### src/rtl/fetch_pkg.sv
// Shared types and defaults for the instruction-fetch stage.
package fetch_pkg;
   localparam int XLEN_DEF    = 32;
   localparam int PC_STEP_DEF = 4;

   typedef enum logic [1:0] {
      IDLE = 2'd0,
      REQ  = 2'd1,
      HOLD = 2'd2,
      KILL = 2'd3
   } fetch_state_e;
endpackage

### src/rtl/fetch_perf_ctr.sv
// Hand-off and stall-cycle event counters for the fetch stage; both wrap silently.
import fetch_pkg::*;

module fetch_perf_ctr #(
   parameter int CNT_W = 32
) (
   input  logic             clk_i,
   input  logic             rst_n_i,
   input  logic             handoff_i,
   input  logic             stall_hit_i,
   output logic [CNT_W-1:0] fetch_cnt_o,
   output logic [CNT_W-1:0] stall_cnt_o
);
   logic [CNT_W-1:0] fetch_cnt_q, fetch_cnt_d;
   logic [CNT_W-1:0] stall_cnt_q, stall_cnt_d;

   always_comb begin
      fetch_cnt_d = fetch_cnt_q;
      stall_cnt_d = stall_cnt_q;
      if (handoff_i)   fetch_cnt_d = fetch_cnt_q + CNT_W'(1);
      if (stall_hit_i) stall_cnt_d = stall_cnt_q + CNT_W'(1);
   end

   always_ff @(posedge clk_i or negedge rst_n_i) begin
      if (!rst_n_i) begin
         fetch_cnt_q <= '0;
         stall_cnt_q <= '0;
      end else begin
         fetch_cnt_q <= fetch_cnt_d;
         stall_cnt_q <= stall_cnt_d;
      end
   end

   assign fetch_cnt_o = fetch_cnt_q;
   assign stall_cnt_o = stall_cnt_q;
endmodule

### src/rtl/fetch_unit.sv
// Instruction fetch: PC, imem request/ack, {pc+step, inst} to IF/ID; request-to-valid = mem latency + 1.
// Holds output under stall, flush redirects; FETCH_PERF_EN adds hand-off/stall counters.
import fetch_pkg::*;

module fetch_unit #(
   parameter int              XLEN     = XLEN_DEF,
   parameter logic [XLEN-1:0] RESET_PC = '0,
   parameter int              PC_STEP  = PC_STEP_DEF
`ifdef FETCH_PERF_EN
   ,
   parameter int              CNT_W    = 32
`endif
) (
   input  logic            clk_i,
   input  logic            rst_n_i,
   input  logic            start_i,
   input  logic            stall_i,
   input  logic            flush_i,
   input  logic [XLEN-1:0] target_i,
   output logic            imem_req_o,
   output logic [XLEN-1:0] imem_addr_o,
   input  logic            imem_ack_i,
   input  logic [XLEN-1:0] imem_data_i,
   output logic            inst_valid_o,
   output logic [XLEN-1:0] inst_o,
   output logic [XLEN-1:0] add_pc_o
`ifdef FETCH_PERF_EN
   ,
   output logic [CNT_W-1:0] perf_fetch_cnt_o,
   output logic [CNT_W-1:0] perf_stall_cnt_o
`endif
);
   localparam logic [XLEN-1:0] STEP = XLEN'(PC_STEP);

   fetch_state_e    state_q, state_d;
   logic [XLEN-1:0] pc_q, pc_d;
   logic [XLEN-1:0] inst_q, inst_d;
   logic [XLEN-1:0] add_pc_q, add_pc_d;
   logic            valid_q, valid_d;
   logic            req_q, req_d;

   always_comb begin
      state_d  = state_q;
      pc_d     = pc_q;
      inst_d   = inst_q;
      add_pc_d = add_pc_q;
      valid_d  = valid_q;
      case (state_q)
         IDLE: begin
            if (flush_i)      pc_d    = target_i;
            else if (start_i) state_d = REQ;
         end
         REQ: begin
            // An ack arriving with the flush completes the old request, so no kill is needed.
            if (flush_i) begin
               pc_d    = target_i;
               state_d = imem_ack_i ? REQ : KILL;
            end else if (imem_ack_i) begin
               inst_d   = imem_data_i;
               add_pc_d = pc_q + STEP;
               valid_d  = 1'b1;
               pc_d     = pc_q + STEP;
               state_d  = HOLD;
            end
         end
         HOLD: begin
            if (flush_i) begin
               pc_d    = target_i;
               state_d = REQ;
            end else if (!stall_i) begin
               valid_d = 1'b0;
               state_d = REQ;
            end
         end
         KILL: begin
            // Redirects keep landing in pc; leave only once the orphaned ack has drained.
            if (flush_i)    pc_d    = target_i;
            if (imem_ack_i) state_d = REQ;
         end
         default: state_d = IDLE;
      endcase
      if (flush_i) valid_d = 1'b0;
      req_d = (state_d == REQ);
   end

   always_ff @(posedge clk_i or negedge rst_n_i) begin
      if (!rst_n_i) begin
         state_q  <= IDLE;
         pc_q     <= RESET_PC;
         inst_q   <= '0;
         add_pc_q <= '0;
         valid_q  <= 1'b0;
         req_q    <= 1'b0;
      end else begin
         state_q  <= state_d;
         pc_q     <= pc_d;
         inst_q   <= inst_d;
         add_pc_q <= add_pc_d;
         valid_q  <= valid_d;
         req_q    <= req_d;
      end
   end

   assign imem_req_o   = req_q;
   assign imem_addr_o  = pc_q;
   assign inst_valid_o = valid_q;
   assign inst_o       = inst_q;
   assign add_pc_o     = add_pc_q;

`ifdef FETCH_PERF_EN
   fetch_perf_ctr #(
      .CNT_W(CNT_W)
   ) u_perf (
      .clk_i      (clk_i),
      .rst_n_i    (rst_n_i),
      .handoff_i  (valid_q & ~stall_i & ~flush_i),
      .stall_hit_i(valid_q & stall_i),
      .fetch_cnt_o(perf_fetch_cnt_o),
      .stall_cnt_o(perf_stall_cnt_o)
   );
`endif
endmodule

### config.mk
export PLATFORM = sky130hd
export DESIGN_NAME = fetch_unit
export DESIGN_NICKNAME = d
export VERILOG_FILES = /design/src/rtl/fetch_pkg.sv /design/src/rtl/fetch_perf_ctr.sv /design/src/rtl/fetch_unit.sv
export SDC_FILE = /design/constraint.sdc
export NUM_CORES = 1
export LEC_CHECK = 0
export ABC_AREA = 0
export CAP_MARGIN = 20
export CORE_UTILIZATION = 49
export CTS_CLUSTER_SIZE = 12
export DETAILED_ROUTE_END_ITERATION = 6
export PLACE_DENSITY = 0.9
export SETUP_SLACK_MARGIN = 0.02
export SLEW_MARGIN = 30
export SYNTH_ARGS = -nofsm -noshare
export SYNTH_HDL_FRONTEND = slang
export SYNTH_SLANG_ARGS = --single-unit
export TNS_END_PERCENT = 5
### constraint.sdc
create_clock -name clk_i -period 3.2 [get_ports clk_i]
set_input_delay 0.32 -clock clk_i [delete_from_list [all_inputs] [get_ports clk_i]]
set_output_delay 0.32 -clock clk_i [all_outputs]
set_load 0.01 [all_outputs]
==> key figures <==
Job
  • Max Cap Violations: 0

Power
  • Clk network pwr share: 15.9%
  • Combinational Power Share: 41.3%
  • Leakage power: 2.89 nW
  • PwrDens: 704 mW/mm^2
  • Maximum vdd drop: 370 uV
  • Share of power burned in registers: 42.7%
  • Switching part of the total: 35.6%
  • Cell-internal power: 3.07 mW
  • Total power: 4.76 mW
  • Net switching power figure: 1.69 mW

Logic synthesis
  • Post-Syn Instances: 524
  • Yosys Warn Count: 0
  • Synth async-reset ratio: 100%
  • Number of library cell types mapped by synthesis: 47
  • Dominant synthesized flop cell: dfrtp_1
  • Post-synth EDFFs: 0
  • Avg Cell Area, Syn: 9.23 um^2
  • FF+latch count, synth: 100
  • Syn_nets: 595
  • Register area share after synthesis: 51.8%
  • Post-Synthesis Cell Area: 0.00483 mm^2

Clock tree
  • CTS Sinks: 100
  • Htree depth: 3
  • Clock Path Buffers: 2
  • CTS Root Cell: clkbuf_8
  • CTS tree: yes
  • Total CTS buffers: 9
  • Clk Latency, worst-skew pair: 0.37 ns
  • Post-CTS setup buffers: 0
  • Hold buffer count at CTS: 1
  • CTS resizes: 0
  • Clock Pin Slew Worst Setup and Hold Paths: 0.10 ns

Critical path
  • CP Buf/Inv Count: 0
  • Crit end category: flop
  • Crit-path max cell delay: 0.73 ns
  • CP top delay family: simple AND/OR/NAND/NOR gates
  • Worst Path Max Fanout: 15
  • WP data required: 3.46 ns
  • Worst path arrival time: 2.63 ns
  • Crit-path cells: nand4_1 > nor4_4 > nand4_1 > xnor2_1 > mux2_2
  • Setup CP Type: flop to flop
  • Crit path max-delay cell type: nor4_4
  • CP Launch Type: flop
  • CP dominant cell by count: nand4_1

Die
  • DIE WIDTH: 101 um
  • Number of core rows: 35
  • Core outline area: 0.00942 mm^2
  • Area of the die: 0.0103 mm^2
  • Num ports: 168
  • Die height: 101 um
  • Starting Density: 51.3%

STA
  • Worst setup margin: 0.829 ns
  • Fin crit period: 2.37 ns
  • Worst slew pin tran: 0.863 ns
  • Final setup viols: 0
  • Slew headroom: 42.0%
  • Fin Setup TNS: 0 ns
  • RSZ-0062 raised after global routing: no
  • Fin. Hold Viols: 0
  • Max Clock Freq: 422 MHz
  • Slew Limit Fails: 0
  • Final clock period utilization by the worst path: 74.1%
  • Max Clock Skew: 0.00939 ns

Status
  • Status: finished, final reports clean

Detailed routing
  • DRC errors left: 0
  • Post-DRT Antenna Nets: 0
  • Drt pass-1 iters: 5
  • Avg WL per Cell: 15.7 um
  • DR iter-0 viols: 287
  • Vias: 4,316
  • Via-per-instance ratio: 5.30
  • Detailed Route WL: 12,800 um

Finish
  • Design Area, Final: 0.00676 mm^2
  • Layout Nets: 751
  • Antenna fix cells: 0
  • Layout area overhead: 39.8%
  • Share of post-route cells with drive strength above 1: 6.57%
  • Final cell count without fillers: 814

Min path
  • Worst Hold Class: primary input to flop

Placement
  • Cell Area, Placed: 0.00657 mm^2
  • Routability cong.: 0.917
  • Port buffer count: 167
  • Detail Placement HPWL: 9370 um
  • Placed cells: 797
  • Pre-CTS setup slack: 0.861 ns

GRT
  • Total Routing Usage GR: 25.8%
  • Vias in the first global route: 4,262
  • Grt ovf: 0
  • Largest net degree at the start of global routing: 62
  • First-pass GRT wire length: 20,400 um
  • Initial antenna violation count: 0
layout by cell type (no fill, tap or decap), drive strengths merged, types with 2 or more instances in the layout:
cell type      netlist  final
dfrtp              100    100
and2                 5      5
clkinv               0      2
o21ai               59     59
mux2i                2      2
a21oi                6      6
and3                 6      6
buf                 11      8
a311oi               2      2
nor4                 4      4
nand4               15     15
nand3               18     18
inv                  6      8
and4                 4      4
mux2                 3      3
xnor2               20     20
nand2b               3      3
xor2                32     32
clkdlybuf4s50        0    165
nor3                 4      4
nand2              179    179
nor2                13     13
clkbuf              18      9
clkinvlp             0      3
per-stage QoR:
step | util [%] | hold WS (ns)
after floorplan | - | 0.0244
after global placement | 69.7 | 0.364
after detailed placement | 69.7 | 0.376
after CTS | 71.8 | 0.444
after global routing | 71.8 | 0.475
final | 71.8 | 0.455
flip-flops by register name (all words and copies together) (netlist names):
name / count
add_pc_o: 32
imem_req_o: 1
inst_valid_o: 1
imem_addr_o: 32
inst_o: 32
state_q: 2
final timing paths:
check	start	end	slack, ns	cells after the start
worst max register to register	imem_addr_o[4]	imem_addr_o[21]	0.83	5
min in group asynchronous	rst_n_i	inst_o[14]	0.49	2
worst min-delay path	flush_i	imem_addr_o[11]	0.45	5
worst max-delay path	imem_addr_o[4]	imem_addr_o[21]	0.83	5
max in group asynchronous	rst_n_i	imem_addr_o[26]	1.99	3
worst min register to register	inst_o[12]	inst_o[12]	0.48	2
worst min-delay path, cell delays in order:
cell     delay (ns)
buf_2          0.10
nor3_2         0.08
nand2_1        0.07
a21oi_1        0.06
o21ai_0        0.16
final cells by class:
class	instances	area, um^2
clock buffers	9	124
clock inverters	7	60.1
fillers	728	2660
inverters	6	22.5
multi-input cells	389	2160
flip-flops and latches	100	2500
well taps	129	161
repair buffers	174	1730
metal layers:
| metal | routed length [um] | vias up | share of wire [%] | global-route usage [%] |
|---|---|---|---|---|
| li1 | - | 2045 | - | - |
| met1 | 5130 | 2050 | 40 | 31.4 |
| met2 | 6440 | 189 | 50 | 44.4 |
| met3 | 884 | 32 | 6.9 | 5.45 |
| met4 | 344 | 0 | 2.7 | 11.4 |
| met5 | 0 | - | 0 | 0 |
cell families (layout without fill, tap and decap cells):
group	after synthesis	count (layout)	share of synthesized area [%]
compound gates	74	74	8.41
flops	100	100	51.8
mux	5	5	1.11
fa+ha+maj	1	1	0.259
buf+inv	35	196	3.67
simple gates	257	257	25.4
xor+xnor	52	52	9.42
power groups by stage:
stage                     clock (mW)  combinational (mW)  sequential [mW]
after floorplan                    0               0.638             2.20
after global placement             0                1.92             2.02
after detailed placement           0                1.98             2.06
after CTS                      0.776                1.99             2.03
after global routing           0.826                2.15             2.09
final                          0.758                1.97             2.03
synth_stat cells, types with 5 or more instances:
| cell | number | area (um^2) |
|---|---|---|
| dfrtp_1 | 100 | 2500 |
| nor2_1 | 13 | 48.8 |
| xnor2_1 | 20 | 175 |
| nand4_1 | 13 | 81.3 |
| xor2_1 | 32 | 280 |
| and3_1 | 5 | 31.3 |
| inv_1 | 6 | 22.5 |
| nand3_1 | 16 | 80.1 |
| o21ai_1 | 6 | 30.0 |
| buf_2 | 5 | 25.0 |
| clkbuf_1 | 17 | 63.8 |
| o21ai_0 | 53 | 265 |
| a21oi_1 | 6 | 30.0 |
| nand2_1 | 179 | 672 |
Note: power is estimated with default switching activity, not from simulation.
==> RTL edit 1: new RTL, same settings <==
Set the package constant `XLEN_DEF` to 24 (it was 32).
--- a/src/rtl/fetch_pkg.sv
+++ b/src/rtl/fetch_pkg.sv
@@ -2,3 +2,3 @@
 package fetch_pkg;
-   localparam int XLEN_DEF    = 32;
+   localparam int XLEN_DEF    = 24;
    localparam int PC_STEP_DEF = 4;
Interface: changed (5 resized); port bits go from 168 to 128. No check against the original RTL was run, so the function may have changed too.
==> RTL edit 1 against the original RTL <==
  * The run now ends with hold timing left
  * Sequential share of layout area fell by 0.69 points
  * Synthesized area decreased by 23%
  * Power down 16%
  * Sequential cell count down 24
  * Cell area fell by 23%
  * Global-route usage is 0.54 points higher
  * Wire length fell by 23%
  * Setup slack worse by 0.0051 ns
  * Via count is 20% lower
  * Sequential power is 21% lower
==> RTL edit 1: results (changes against the original RTL) <==
[synthesis] most frequent cells after synthesis nand2_1, dfrtp_1, o21ai_0
[synthesis] post-synthesis compound-gate area fraction 10.21% [+1.8 points]
[clock_tree] register clock-pin slew on the reported worst setup and hold paths 0.08 ns [-0.02 ns]
[pwr] internal power 2.626 mW [-14%]
[synthesis] main area contributors after synthesis dfrtp_1, nand2_1, o21ai_0, xor2_1, nor2_1
[place] Port Buffers 127 [-24%]
[outcome] violated checks hold timing
[synthesis] post-synthesis mux area share 1.440% [+0.33 points]
[detailed_routing] met3 wire len 672 um [-24%]
[grt] met1 routing resource usage after global routing 34.09% [+2.7 points]
[outcome] run status finished with violations
[critical_path] cell with the largest stage delay on the worst path or4_1
[detailed_routing] Vias/cell 5.527 [+4.2%]
[cells_and_area] final-layout fill cell count 527 [-28%]
[pwr] worst supply voltage drop on vdd 0.4200 mV [+14%]
[grt] vias in the first global route 3320 [-22%]
[timing] Max-Slew Margin vs Limit 55.16% [+13 points]
[place] placed wire-length estimate after detailed placement 7044 um [-25%]
[synthesis] mean cell area of the mapped netlist 9.183 um^2 [-0.47%]
[synthesis] share of synthesized cell area in full adder, half adder and majority cells 0.3348% [+0.076 points]
[timing] Hold Fails Final Rpt 2 [+2]
[clock_tree] number of buffers between clock root and the deepest sink 2 [unchanged]
[grt] pin count of the biggest net entering global routing 77 [+24%]
[grt] global-route usage over all layers 26.36% [+0.54 points]
[grt] met3 GRT Util 4.524% [-0.93 points]
[critical_path] delay of the slowest cell on the worst path 0.67 ns [-0.06 ns]
[pwr] standby leakage power 2.189 nW [-24%]
[place] placer congestion estimate 0.8868 [-3.3%]
[critical_path] endpoint arrival time on the critical path 2.64 ns [about the same]
[pwr] clock group share of total power 19.8% [+3.9 points]
[place] placed cell count 611 [-23%]
[synthesis] post-synthesis share of cell area spent on xor and xnor gates 5.156% [-4.3 points]
[detailed_routing] total wire length 9862 um [-23%]
[grt] global-route met2 utilization 44.14% [-0.24 points]
[synthesis] register area share after synthesis 50.89% [-0.87 points]
[timing] final hold slack -0.001739 ns [-0.4567 ns]
[cells_and_area] share of layout cells above drive strength 1 6.072% [-0.50 points]
[detailed_routing] DRC marker count from the first detailed-route iteration 211 [-26%]
[detailed_routing] met2 layer wire length in the routed design 4931 um [-23%]
[grt] global-route wire length before repair 15810 um [-22%]
[detailed_routing] met1 wire length 4041 um [-21%]
[cells_and_area] Cell Count, Final, Fillers Out 626 [-23%]
[synthesis] number of distinct library cell variants in the gate-level netlist after synthesis 55 [+17%]
[synthesis] count of warnings emitted by yosys 0 [unchanged]
[synthesis] Post-Syn Nets 462 [-22%]
[place] placed cell areas 0.005017 mm^2 [-24%]
[critical_path] highest net fanout along the worst path 14 [-1]
[pwr] total sequential power 1.61 mW [-21%]
[place] worst setup timing slack at the placement stage 0.7906 ns [-0.07042 ns]
[RTL edit 1: layout make-up]
class / instances / area [um^2] / share of cell area [%]
Timing Repair Buffer: 133 / 1318 / 25.17
Tap cell: 99 / 123.9 / 2.366
Inverter: 5 / 18.77 / 0.3585
Multi-Input combinational cell: 298 / 1659 / 31.69
Clock buffer: 9 / 123.9 / 2.366
Clock inverter: 6 / 90.09 / 1.721
Sequential cell: 76 / 1902 / 36.33
[RTL edit 1: worst paths after layout]
check | from | endpoint | slack (ns) | cells past startpoint
worst max-delay path | imem_addr_o[4] | imem_addr_o[21] | 0.82 | 4
worst min register to register | add_pc_o[13] | add_pc_o[13] | 0.48 | 2
min in group clk_i | add_pc_o[13] | add_pc_o[13] | 0.48 | 2
worst max register to register | imem_addr_o[4] | imem_addr_o[21] | 0.82 | 4
worst min-delay path | rst_n_i | add_pc_o[9] | -0.002 | 1
max in group asynchronous | rst_n_i | inst_o[19] | 2.75 | 1
==> RTL edit 2: new RTL, same flow settings <==
Without the edit above. Make the reset (`rst_n_i`) synchronous in one clocked block.
--- a/src/rtl/fetch_unit.sv
+++ b/src/rtl/fetch_unit.sv
@@ -85,3 +85,3 @@
 
-   always_ff @(posedge clk_i or negedge rst_n_i) begin
+   always_ff @(posedge clk_i) begin
       if (!rst_n_i) begin
Function: differs if rst_n_i is asserted again (counterexample within 4 cycles, from zero or initial values and one cycle with rst_n_i low); with rst_n_i held inactive, the same outputs for 4 cycles.
==> RTL edit 2 against the original RTL <==
  * The run now ends with DRC left
  * Wire length up 8.0%
  * Synthesized area shrank 7.3%
  * Cell area down 5.6%
  * Count of clock-buffer cells in the layout up 1
  * Setup slack improved by 0.0056 ns
  * Sequential cell count is the same
  * Global-route usage is 2.9 points higher
Power is not compared: it rests on default switching activity, and its combinational part moved more than twofold at a synthesized area within 25%.
==> RTL edit 2: results (changes against the original RTL) <==
[outcome] violated checks DRC
[synthesis] most common flop cell mapped by yosys dfxtp_1
[critical_path] cell with the largest stage delay on the worst path nor4_1
[critical_path] timing endpoint of the critical path imem_addr_o[31]
[synthesis] most frequent cells after synthesis dfxtp_1, nand2_1, a21oi_1
[place] placed wire-length estimate after detailed placement 9936 um [+6.0%]
[timing] slew of the pin with the lowest slew margin 0.8721 ns [+0.008813 ns]
[detailed_routing] Vias/cell 5.787 [+9.1%]
[critical_path] highest net fanout along the worst path 9 [-6]
[grt] pin count of the biggest net entering global routing 51 [-18%]
[outcome] run status finished with violations
[detailed_routing] Initial DRT Pass Iterations 7 [+2]
[hold_path] worst hold path type reg -> reg
[timing] clock skew after layout 0.01843 ns [+0.009031 ns]
[grt] global-route wire length before repair 21910 um [+7.4%]
[cells_and_area] Total Nets Final 775 [+3.2%]
[cells_and_area] share of layout cells above drive strength 1 6.497% [-0.072 points]
[timing] share of the cycle needed by the critical path after routing 73.91% [-0.17 points]
[synthesis] main area contributors after synthesis dfxtp_1, nand2_1, a21oi_1, o21ai_0, xor2_1
[critical_path] start of the worst register-to-register path imem_addr_o[9]
[detailed_routing] WL/cell 16.94 um [+7.8%]
[detailed_routing] DRC marker count from the first detailed-route iteration 351 [+22%]
[place] placer congestion estimate 0.9531 [+3.9%]
[detailed_routing] DRC violations left 22 [+22]
[critical_path] logic depth of the worst register-to-register path 6 [+1]
## RTL edit 2: changes by cell type after synthesis, moves of 7 or more
cell	delta
clkbuf_1	+8
a211oi_1	+7
nand2_1	-83
buf_2	+8
a21oi_1	+65
xor2_1	-8
nor2_1	+32
dfxtp_1	+100
xnor2_1	-7
dfrtp_1	-100
## RTL edit 2: worst min-delay path by stage
stage / from / to / slack [ns]
global placement: inst_o[13] / inst_o[13] / 0.44
finish: inst_o[3] / inst_o[3] / 0.46
detailed placement: inst_o[3] / inst_o[3] / 0.45
floorplan: imem_data_i[0] / inst_o[0] / 0.46
global route: inst_o[6] / inst_o[6] / 0.48
CTS: inst_o[3] / inst_o[3] / 0.46
## RTL edit 2: report_power, final
| group | internal, mW | leakage [nW] | switching, mW | total, mW |
|---|---|---|---|---|
| logic | 0.229 | 1.25 | 0.187 | 0.416 |
| registers | 1.30 | 0.816 | 0.0750 | 1.37 |
| clock network | 0.284 | 0.0827 | 0.446 | 0.730 |
## RTL edit 2: per-layer routing
| metal | vias up | GRT usage (%) | share of wire (%) | wire length [um] |
|---|---|---|---|---|
| met4 | 0 | 13.64 | 2.9 | 400 |
| met1 | 2204 | 34.33 | 39 | 5406 |
| li1 | 2228 | - | - | - |
| met3 | 44 | 5.396 | 8.6 | 1182 |
| met5 | - | 0 | 0 | 0 |
| met2 | 246 | 49.48 | 49 | 6833 |
## RTL edit 2: kinds of logic after synthesis
family          Yosys count  share of synthesized area, %
buf+inv                  47                         4.355
fa+ha+maj                 1                        0.2791
simple gates            215                         23.84
mux                       2                        0.4467
compound gates          153                         19.18
xor+xnor                 37                         7.231
flops                   100                         44.67
## RTL edit 2: through the flow
stage	util, %	area, um^2
floorplan	-	4482
global placement	70.56	6213
detailed placement	70.56	6213
CTS	72.45	6380
global route	72.45	6380
finish	72.45	6380
## RTL edit 2: final cells by class
class / instances / area [um^2]
fill: 664 / 2426
multi-input combinational: 408 / 2292
sequential: 100 / 2002
timing repair buffer: 179 / 1762
tap: 108 / 135.1
clock buffer: 10 / 127.6
clock inverter: 5 / 38.79
inverter: 6 / 22.52
## RTL edit 2: worst min-delay path: stages (launching register included)
cell and delay (ns):
dfxtp_1 0.31, nand2_1 0.05, a21oi_1 0.05
